**config.mk**
```make
export PLATFORM = sky130hd
export DESIGN_NAME = lpc_decoder_arbiter
export DESIGN_NICKNAME = d
export VERILOG_FILES = /design/src/rtl/lpc_pkg.sv /design/src/rtl/lpc_rr_pick.sv /design/src/rtl/lpc_decoder_arbiter.sv
export SDC_FILE = /design/constraint.sdc
export NUM_CORES = 1
export LEC_CHECK = 0
export CAP_MARGIN = 5
export CORE_AREA = 8 8 156 158
export DETAILED_ROUTE_END_ITERATION = 10
export DIE_AREA = 0 0 164 166
export GPL_TIMING_DRIVEN = 0
export SLEW_MARGIN = 40
export SYNTH_ARGS = -nofsm -noshare
export SYNTH_HDL_FRONTEND = slang
export SYNTH_SLANG_ARGS = --single-unit
```
**constraint.sdc**
```tcl
create_clock -name ACLK -period 3.5 [get_ports ACLK]
set_input_delay 1.05 -clock ACLK [delete_from_list [all_inputs] [get_ports ACLK]]
set_output_delay 1.05 -clock ACLK [all_outputs]
set_load 0.02 [all_outputs]
```
**src/rtl/lpc_pkg.sv**
```systemverilog
// Shared constants, arbiter state type and channel-id width helper for the
// LPC decoder arbiter slice.
package lpc_pkg;

    localparam int unsigned LPC_DATA_W      = 80;
    localparam int unsigned LPC_FRAME_WORDS = 1920;

    typedef enum logic [0:0] {
        IDLE = 1'b0,
        XFER = 1'b1
    } arb_state_e;

    // Channel id width; a single channel still needs a one-bit id.
    function automatic int unsigned lpc_ch_w(input int unsigned n);
        return (n > 1) ? $clog2(n) : 1;
    endfunction

endpackage

```
**src/rtl/lpc_rr_pick.sv**
```systemverilog
// Combinational round-robin select: lowest requesting index strictly after
// 'last', wrapping around to the lowest requesting index overall.
module lpc_rr_pick
    import lpc_pkg::*;
#(
    parameter int unsigned NUM_CH = 4,
    parameter int unsigned CH_W   = lpc_ch_w(NUM_CH)
) (
    input  logic [NUM_CH-1:0] req,
    input  logic [CH_W-1:0]   last,
    output logic [CH_W-1:0]   gnt,
    output logic              any_req
);

    logic            hi_found;
    logic            lo_found;
    logic [CH_W-1:0] hi_gnt;
    logic [CH_W-1:0] lo_gnt;

    always_comb begin
        hi_found = 1'b0;
        lo_found = 1'b0;
        hi_gnt   = '0;
        lo_gnt   = '0;
        for (int i = 0; i < NUM_CH; i++) begin
            if (req[i] && !hi_found && (CH_W'(i) > last)) begin
                hi_gnt   = CH_W'(i);
                hi_found = 1'b1;
            end
            if (req[i] && !lo_found) begin
                lo_gnt   = CH_W'(i);
                lo_found = 1'b1;
            end
        end
        gnt     = hi_found ? hi_gnt : lo_gnt;
        any_req = |req;
    end

endmodule

```
**src/rtl/lpc_decoder_arbiter.sv**
```systemverilog
// Frame-granular round-robin arbiter sharing one lpc_decoder between NUM_CH
// AXI-Stream sources. Define LPC_ARB_FRAME_CNT_EN for per-channel frame counters.
module lpc_decoder_arbiter
    import lpc_pkg::*;
#(
    parameter int unsigned NUM_CH      = 4,
    parameter int unsigned DATA_W      = LPC_DATA_W,
    parameter int unsigned FRAME_WORDS = LPC_FRAME_WORDS,
    parameter int unsigned CH_W        = lpc_ch_w(NUM_CH)
) (
    input  logic                     ACLK,
    input  logic                     ARESET,
    input  logic [NUM_CH*DATA_W-1:0] S_TDATA,
    input  logic [NUM_CH-1:0]        S_TVALID,
    input  logic [NUM_CH-1:0]        S_TLAST,
    output logic [NUM_CH-1:0]        S_TREADY,
    output logic [DATA_W-1:0]        M_TDATA,
    output logic                     M_TVALID,
    output logic                     M_TLAST,
    output logic                     M_TUSER,
    input  logic                     M_TREADY,
    output logic [CH_W-1:0]          M_TDEST,
    output logic                     DEC_EN,
    output logic                     FRAME_ERR,
`ifdef LPC_ARB_FRAME_CNT_EN
    output logic [NUM_CH*16-1:0]     FRAME_CNT,
`endif
    output logic                     BUSY
);

    localparam int unsigned     CNT_W   = (FRAME_WORDS > 1) ? $clog2(FRAME_WORDS) : 1;
    localparam logic [CNT_W-1:0] CNT_MAX = CNT_W'(FRAME_WORDS - 1);

    arb_state_e        state;
    arb_state_e        state_nxt;
    logic [CH_W-1:0]   gnt_q;
    logic [CH_W-1:0]   last_q;
    logic [CNT_W-1:0]  cnt_q;
    logic [CH_W-1:0]   pick_gnt;
    logic              pick_any;
    logic [DATA_W-1:0] sel_data;
    logic              sel_valid;
    logic              sel_last;
    logic              cnt_hit;
    logic              xfer;
    logic              done;

    lpc_rr_pick #(
        .NUM_CH (NUM_CH),
        .CH_W   (CH_W)
    ) u_rr_pick (
        .req     (S_TVALID),
        .last    (last_q),
        .gnt     (pick_gnt),
        .any_req (pick_any)
    );

    // Mux the granted source onto the decoder side.
    always_comb begin
        sel_data  = '0;
        sel_valid = 1'b0;
        sel_last  = 1'b0;
        for (int i = 0; i < NUM_CH; i++) begin
            if (CH_W'(i) == gnt_q) begin
                sel_data  = S_TDATA[i*DATA_W +: DATA_W];
                sel_valid = S_TVALID[i];
                sel_last  = S_TLAST[i];
            end
        end
    end

    assign cnt_hit = (cnt_q == CNT_MAX);
    assign xfer    = (state == XFER) && sel_valid && M_TREADY;
    assign done    = xfer && (sel_last || cnt_hit);

    always_ff @(posedge ACLK) begin
        if (ARESET) state <= IDLE;
        else        state <= state_nxt;
    end

    // Next state and pass-through outputs; everything is quiet outside XFER.
    always_comb begin
        state_nxt = state;
        S_TREADY  = '0;
        M_TDATA   = '0;
        M_TVALID  = 1'b0;
        M_TLAST   = 1'b0;
        M_TUSER   = 1'b0;
        M_TDEST   = '0;
        DEC_EN    = 1'b0;
        FRAME_ERR = 1'b0;
        BUSY      = (state != IDLE);
        case (state)
            IDLE: begin
                if (pick_any) state_nxt = XFER;
            end
            XFER: begin
                M_TDATA   = sel_data;
                M_TVALID  = sel_valid;
                M_TLAST   = sel_last || cnt_hit;
                M_TUSER   = (cnt_q == '0);
                M_TDEST   = gnt_q;
                DEC_EN    = 1'b1;
                FRAME_ERR = xfer && cnt_hit && !sel_last;
                for (int i = 0; i < NUM_CH; i++) begin
                    S_TREADY[i] = M_TREADY && (CH_W'(i) == gnt_q);
                end
                if (done) state_nxt = IDLE;
            end
            default: state_nxt = IDLE;
        endcase
    end

    // Grant, round-robin pointer and watchdog word counter.
    always_ff @(posedge ACLK) begin
        if (ARESET) begin
            gnt_q  <= '0;
            last_q <= CH_W'(NUM_CH - 1);
            cnt_q  <= '0;
        end else begin
            if ((state == IDLE) && pick_any) gnt_q <= pick_gnt;
            if (done) begin
                cnt_q  <= '0;
                last_q <= gnt_q;
            end else if (xfer) begin
                cnt_q <= cnt_q + CNT_W'(1);
            end
        end
    end

`ifdef LPC_ARB_FRAME_CNT_EN
    logic [NUM_CH*16-1:0] fcnt_q;

    // Completed frames per channel, forced releases included; wraps naturally.
    always_ff @(posedge ACLK) begin
        if (ARESET) begin
            fcnt_q <= '0;
        end else if (done) begin
            for (int i = 0; i < NUM_CH; i++) begin
                if (CH_W'(i) == gnt_q) fcnt_q[i*16 +: 16] <= fcnt_q[i*16 +: 16] + 16'd1;
            end
        end
    end

    assign FRAME_CNT = fcnt_q;
`endif

endmodule

```
* Word level (Yosys, flattened, before mapping)
Cells that the tools add are included.
** Cells by class
- Add/subtract/negate cells :: 1
- Magnitude comparators :: 4
- Equality and inequality tests :: 4
- Multiplexer cells :: 37
- Bitwise gates (word level) :: 1
- Reductions and logical operators :: 32
** Operators by type and width (count)
- $mux W80 :: 5
- $mux W1 :: 24
- $logic_and A1 B1 Y1 :: 20
- $mux W2 :: 6
- $add A11 B1 Y11 const B :: 1
- $eq A11 B11 Y1 const B :: 1
- $logic_not A11 Y1 :: 1
- $logic_not A1 Y1 :: 7
- $eq A2 B2 Y1 const A :: 2
- $gt A1 B2 Y1 const A :: 2
- $gt A2 B2 Y1 const A :: 2
- $mux W4 :: 1
- $reduce_or A4 Y1 :: 1
- $eq A1 B2 Y1 const A :: 1
- $logic_not A2 Y1 :: 1
- $pmux W1 S2 :: 1
- $reduce_or A2 Y1 :: 1
- $logic_or A1 B1 Y1 :: 1
- $not A1 Y1 :: 1
** Word-level totals
- Flip-flop bits (word level) :: 16
- Bits of input ports :: 331
- Output and inout bits :: 92
- Word-level logic and storage cells :: 83

* Depth between registers and ports, before layout
- Depth in word-level cells :: 16
- Mapped depth :: 7
- Depth with buffers taken out :: 5

* Cells and area by module
A second synthesis with hierarchy kept.
** Second synthesis, totals
- Cells, all modules :: 324
- Area total of the unflattened synthesis :: 3474.6 sq um
** By module, submodules not included
- lpc_decoder_arbiter :: instances 1, cells an instance 310, area an instance 3385.7 sq um, seq. area each 320.3 sq um
- lpc_rr_pick :: instances 1, cells an instance 14, area an instance 88.8 sq um, seq. area each 0.0 sq um

* Worst setup path before layout
No wires, ideal clock.
- Path type :: input-to-output
- Start :: in M_TREADY
- End :: out FRAME_ERR
- Data arrival time :: 2.234 ns
- Data required time :: 2.450 ns
- Slack :: 0.216 ns
- Cell stages on the path :: 5
- Path buffers :: 2
- Cell sequence :: nand3_1 o22a_1 buf_4 buf_4 nor3_1
** Between the ends
- Longest elaborated chain between the ends :: 4
** RTL lines
- start: declaration :: line lpc_decoder_arbiter.sv:21 : input logic M_TREADY,
- $logic_and A1 B1 Y1 :: line lpc_decoder_arbiter.sv:73 : assign xfer = (state == XFER) && sel_valid && M_TREADY;
- $logic_and A1 B1 Y1 (2 in a row) :: line lpc_decoder_arbiter.sv:104 : FRAME_ERR = xfer && cnt_hit && !sel_last;
- $mux W1 :: line lpc_decoder_arbiter.sv:93 : case (state)
- end: declaration :: line lpc_decoder_arbiter.sv:24 : output logic FRAME_ERR,
Every way passes these cells.

* Worst setup path in the final report
- Start :: in S_TDATA[31]
- End :: out M_TDATA[31]
** Between the ends
- Longest elaborated chain between the ends :: 5
** RTL lines
- start: declaration :: line lpc_decoder_arbiter.sv:13 : input logic [NUM_CH*DATA_W-1:0] S_TDATA,
- $mux W80 (4 in a row) :: line lpc_decoder_arbiter.sv:64 : if (CH_W'(i) == gnt_q) begin
- $mux W80 :: line lpc_decoder_arbiter.sv:93
- end: declaration :: line lpc_decoder_arbiter.sv:17 : output logic [DATA_W-1:0] M_TDATA,
Every way passes these cells.

==> flow_summary.yaml <==
critical_path:
  startpoint_type: "primary input"
  crit_family: "buffers and inverters"
  crit_path_max_incr_delay_ps: 510
  required_ps: 2450
  critical_path_arrival_ps: 2420
  criticalPathCategory: "in -> out"
  worst-path-buf-inv: 2
  crit_chain: "clkdlybuf4s50_1 -> mux4_2 -> and2_1 -> clkdlybuf4s15_2"
  crit_fanout: 1
  cp_slowest_cell: "mux4_2"
  end_kind: "primary output"
synth:
  syn_nets: 646
  synth_area_leaders: "mux4_2 53%, and2_1 15%, dfxtp_1 9.3%"
  ys_warn_count: 0
  synth.most_common_cell: "and2_1"
  synth_cells: 313
  synth_top_area_share_pct: 52.8
  async_reset_ff_share_pct: 0
  ys_top_cells_by_count: "83 x and2_1, 81 x mux4_2, 16 x dfxtp_1, 15 x clkbuf_1, 15 x nor2_1"
  yosysUniqueCellTypes: 43
  synth_area_mm2: 0.00346
  seq_area_frac_synth_pct: 9.27
  dominantRegCellSynth: "dfxtp_1"
  synth_edf_count: 0
  synth_largest_area_cell: "mux4_2"
  syn_area_per_cell_um2: 11.0
  synth-seq-cells: 16
sta:
  report.final.slew_viol_count: 0
  tightest_slew_ps: 651
  fmax_ghz: 0.288
  hold_viol: 0
  post-route-period-util_pct: 99.2
  finalSetupViolCount: 0
  slew_headroom_pct: 56.6
  rsz0062_at_grt: "true"
  clock_skew_ps: 3.14
  fin_crit_ps: 3470
  hold_ws_ps: 513
grt:
  grt_pass1_vias: 4932
  antenna_found_initial: 6
  overflow: 0
  grt_util_all_layers_pct: 16.9
  grt_pass1_wl_um: 34400
  grt_max_degree: 11
clock_network:
  cts.reportedPaths.clkPinSlew_ps: 50
  cts.sinks: 16
  clk_latency_ps: 240
  h-tree-depth: 1
  clock_path_buffers: 2
  cts_tree: "built"
  ctsRootBufferMaster: "clkbuf_16"
  cts_buffers: 3
drt:
  wl_per_cell_um: 23.9
  postRouteAntennaNets: 0
  drt_first_pass_iters: 4
  vias: 4554
  drc: 0
  drt-initial-drc-count: 160
  routed_wl_um: 24500
  viasPerCell: 4.44
floorplan:
  pin_count: 423
  start_util_pct: 15.6
  die_area_mm2: 0.0272
  dieHeight_um: 166
  num_rows: 55
  core_area_mm2: 0.0221
  die-width_um: 164
layout:
  fillers: 2234
  drive_gt1_share_pct: 17.9
  post-route-cell-area_mm2: 0.00806
  area_delta_synth_final_pct: 133
  nNetsFinal: 1074
placement:
  dpl.hpwl_um: 21700
  gp_congestion: 0.890
  postPlaceCellArea_mm2: 0.00803
  port_buffers: 421
power_and_ir_drop:
  p_leak_nw: 3.10
  powerDensity_mw_per_mm2: 196
  totalPowerFinal_mw: 1.58
  ir_worst_vdd_mv: 0.135
status:
  status: "completed"
job:
  cap_violations: 0
hold_path:
  hold_path_class: "reg -> reg"
-- tightest hold or removal path, cell delays in order, from the launching register on --
cell and delay, ps:
dfxtp_1 340, o41ai_1 70, a21oi_1 60
-- final timing paths --
| kind | start | endpoint | slack, ps | cells past startpoint |
|---|---|---|---|---|
| max | S_TDATA[31] | M_TDATA[31] | 30 | 4 |
| min | cnt_q[10] | cnt_q[10] | 510 | 2 |
| max reg2reg | BUSY | cnt_q[7] | 1540 | 6 |
| min reg2reg | cnt_q[10] | cnt_q[10] | 510 | 2 |
-- metal layers --
metal / share of wire [%] / routed length (um) / global-route usage, %
met1: 39 / 9460 / 19.7
met3: 10 / 2510 / 5.68
met4: 1.2 / 303 / 2.45
met5: 0.28 / 69 / 0
met2: 50 / 12100 / 30.0
-- registers in the layout, indices dropped and copies added (netlist names) --
| register | cells |
|---|---|
| gnt_q | 2 |
| cnt_q | 11 |
| BUSY | 1 |
| last_q | 2 |
-- where the power goes --
part           leakage [nW]  internal [mW]  switching [mW]  total (mW)
Combinational          2.93          0.711           0.461        1.17
Clock                0.0370          0.150          0.0682       0.218
Sequential            0.130          0.188         0.00412       0.192
-- per-stage QoR --
step                std cells  utilization [%]  worst slack, ps  setup TNS [ps]
detailed placement       1019             36.3             -816          -16620
global route             1025             36.5            -1.97           -1.97
finish                   1026             36.5             26.6               0
floorplan                 313                -              216               0
global placement         1019             36.3             -837          -16320
CTS                      1024             36.3             -214            -214
-- cell families after synthesis --
kind of cell	Yosys count	synth area share (%)
buffers and inverters	42	6.15
multiplexers	87	54.5
adder cells (fa/ha/maj)	2	0.724
AO/OA/AOI/OAI	32	6.16
flip-flops	16	9.27
XOR/XNOR	1	0.253
AND/OR/NAND/NOR	133	22.9
-- what timing repair did --
action | CTS | global route
setup buffers | 2 | 1
resized for setup | 116 | 51
hold buffers | 0 | 0
setup endpoints to repair | 83 | 51
pin swaps | 1 | 1
gates cloned | 0 | 0
-- final cells by class --
type	instances	area [um2]	share of cell area [%]
sequential	16	320	3.97
tap	285	357	4.42
buffer	34	209	2.59
antenna	2	5.00	0.0621
inverter	7	26.3	0.326
timing repair buffer	424	4130	51.2
multi-input combinational	255	2940	36.5
clock buffer	3	75.1	0.931
-- placed cells by master, fill, tap and decap left out, drive strengths merged, types with 5 or more instances in the layout --
master,netlist,routed
clkdlybuf4s50,0,329
and2,83,83
mux4,81,81
dlygate4sd2,0,53
clkbuf,15,27
buf,20,27
clkdlybuf4s15,0,18
dfxtp,16,16
nor2,15,15
a21oi,13,13
nand2,9,9
inv,7,7
dlymetal6s2s,0,7
mux2i,6,6
o21ai,5,5
(Power assumes the default switching activity.)
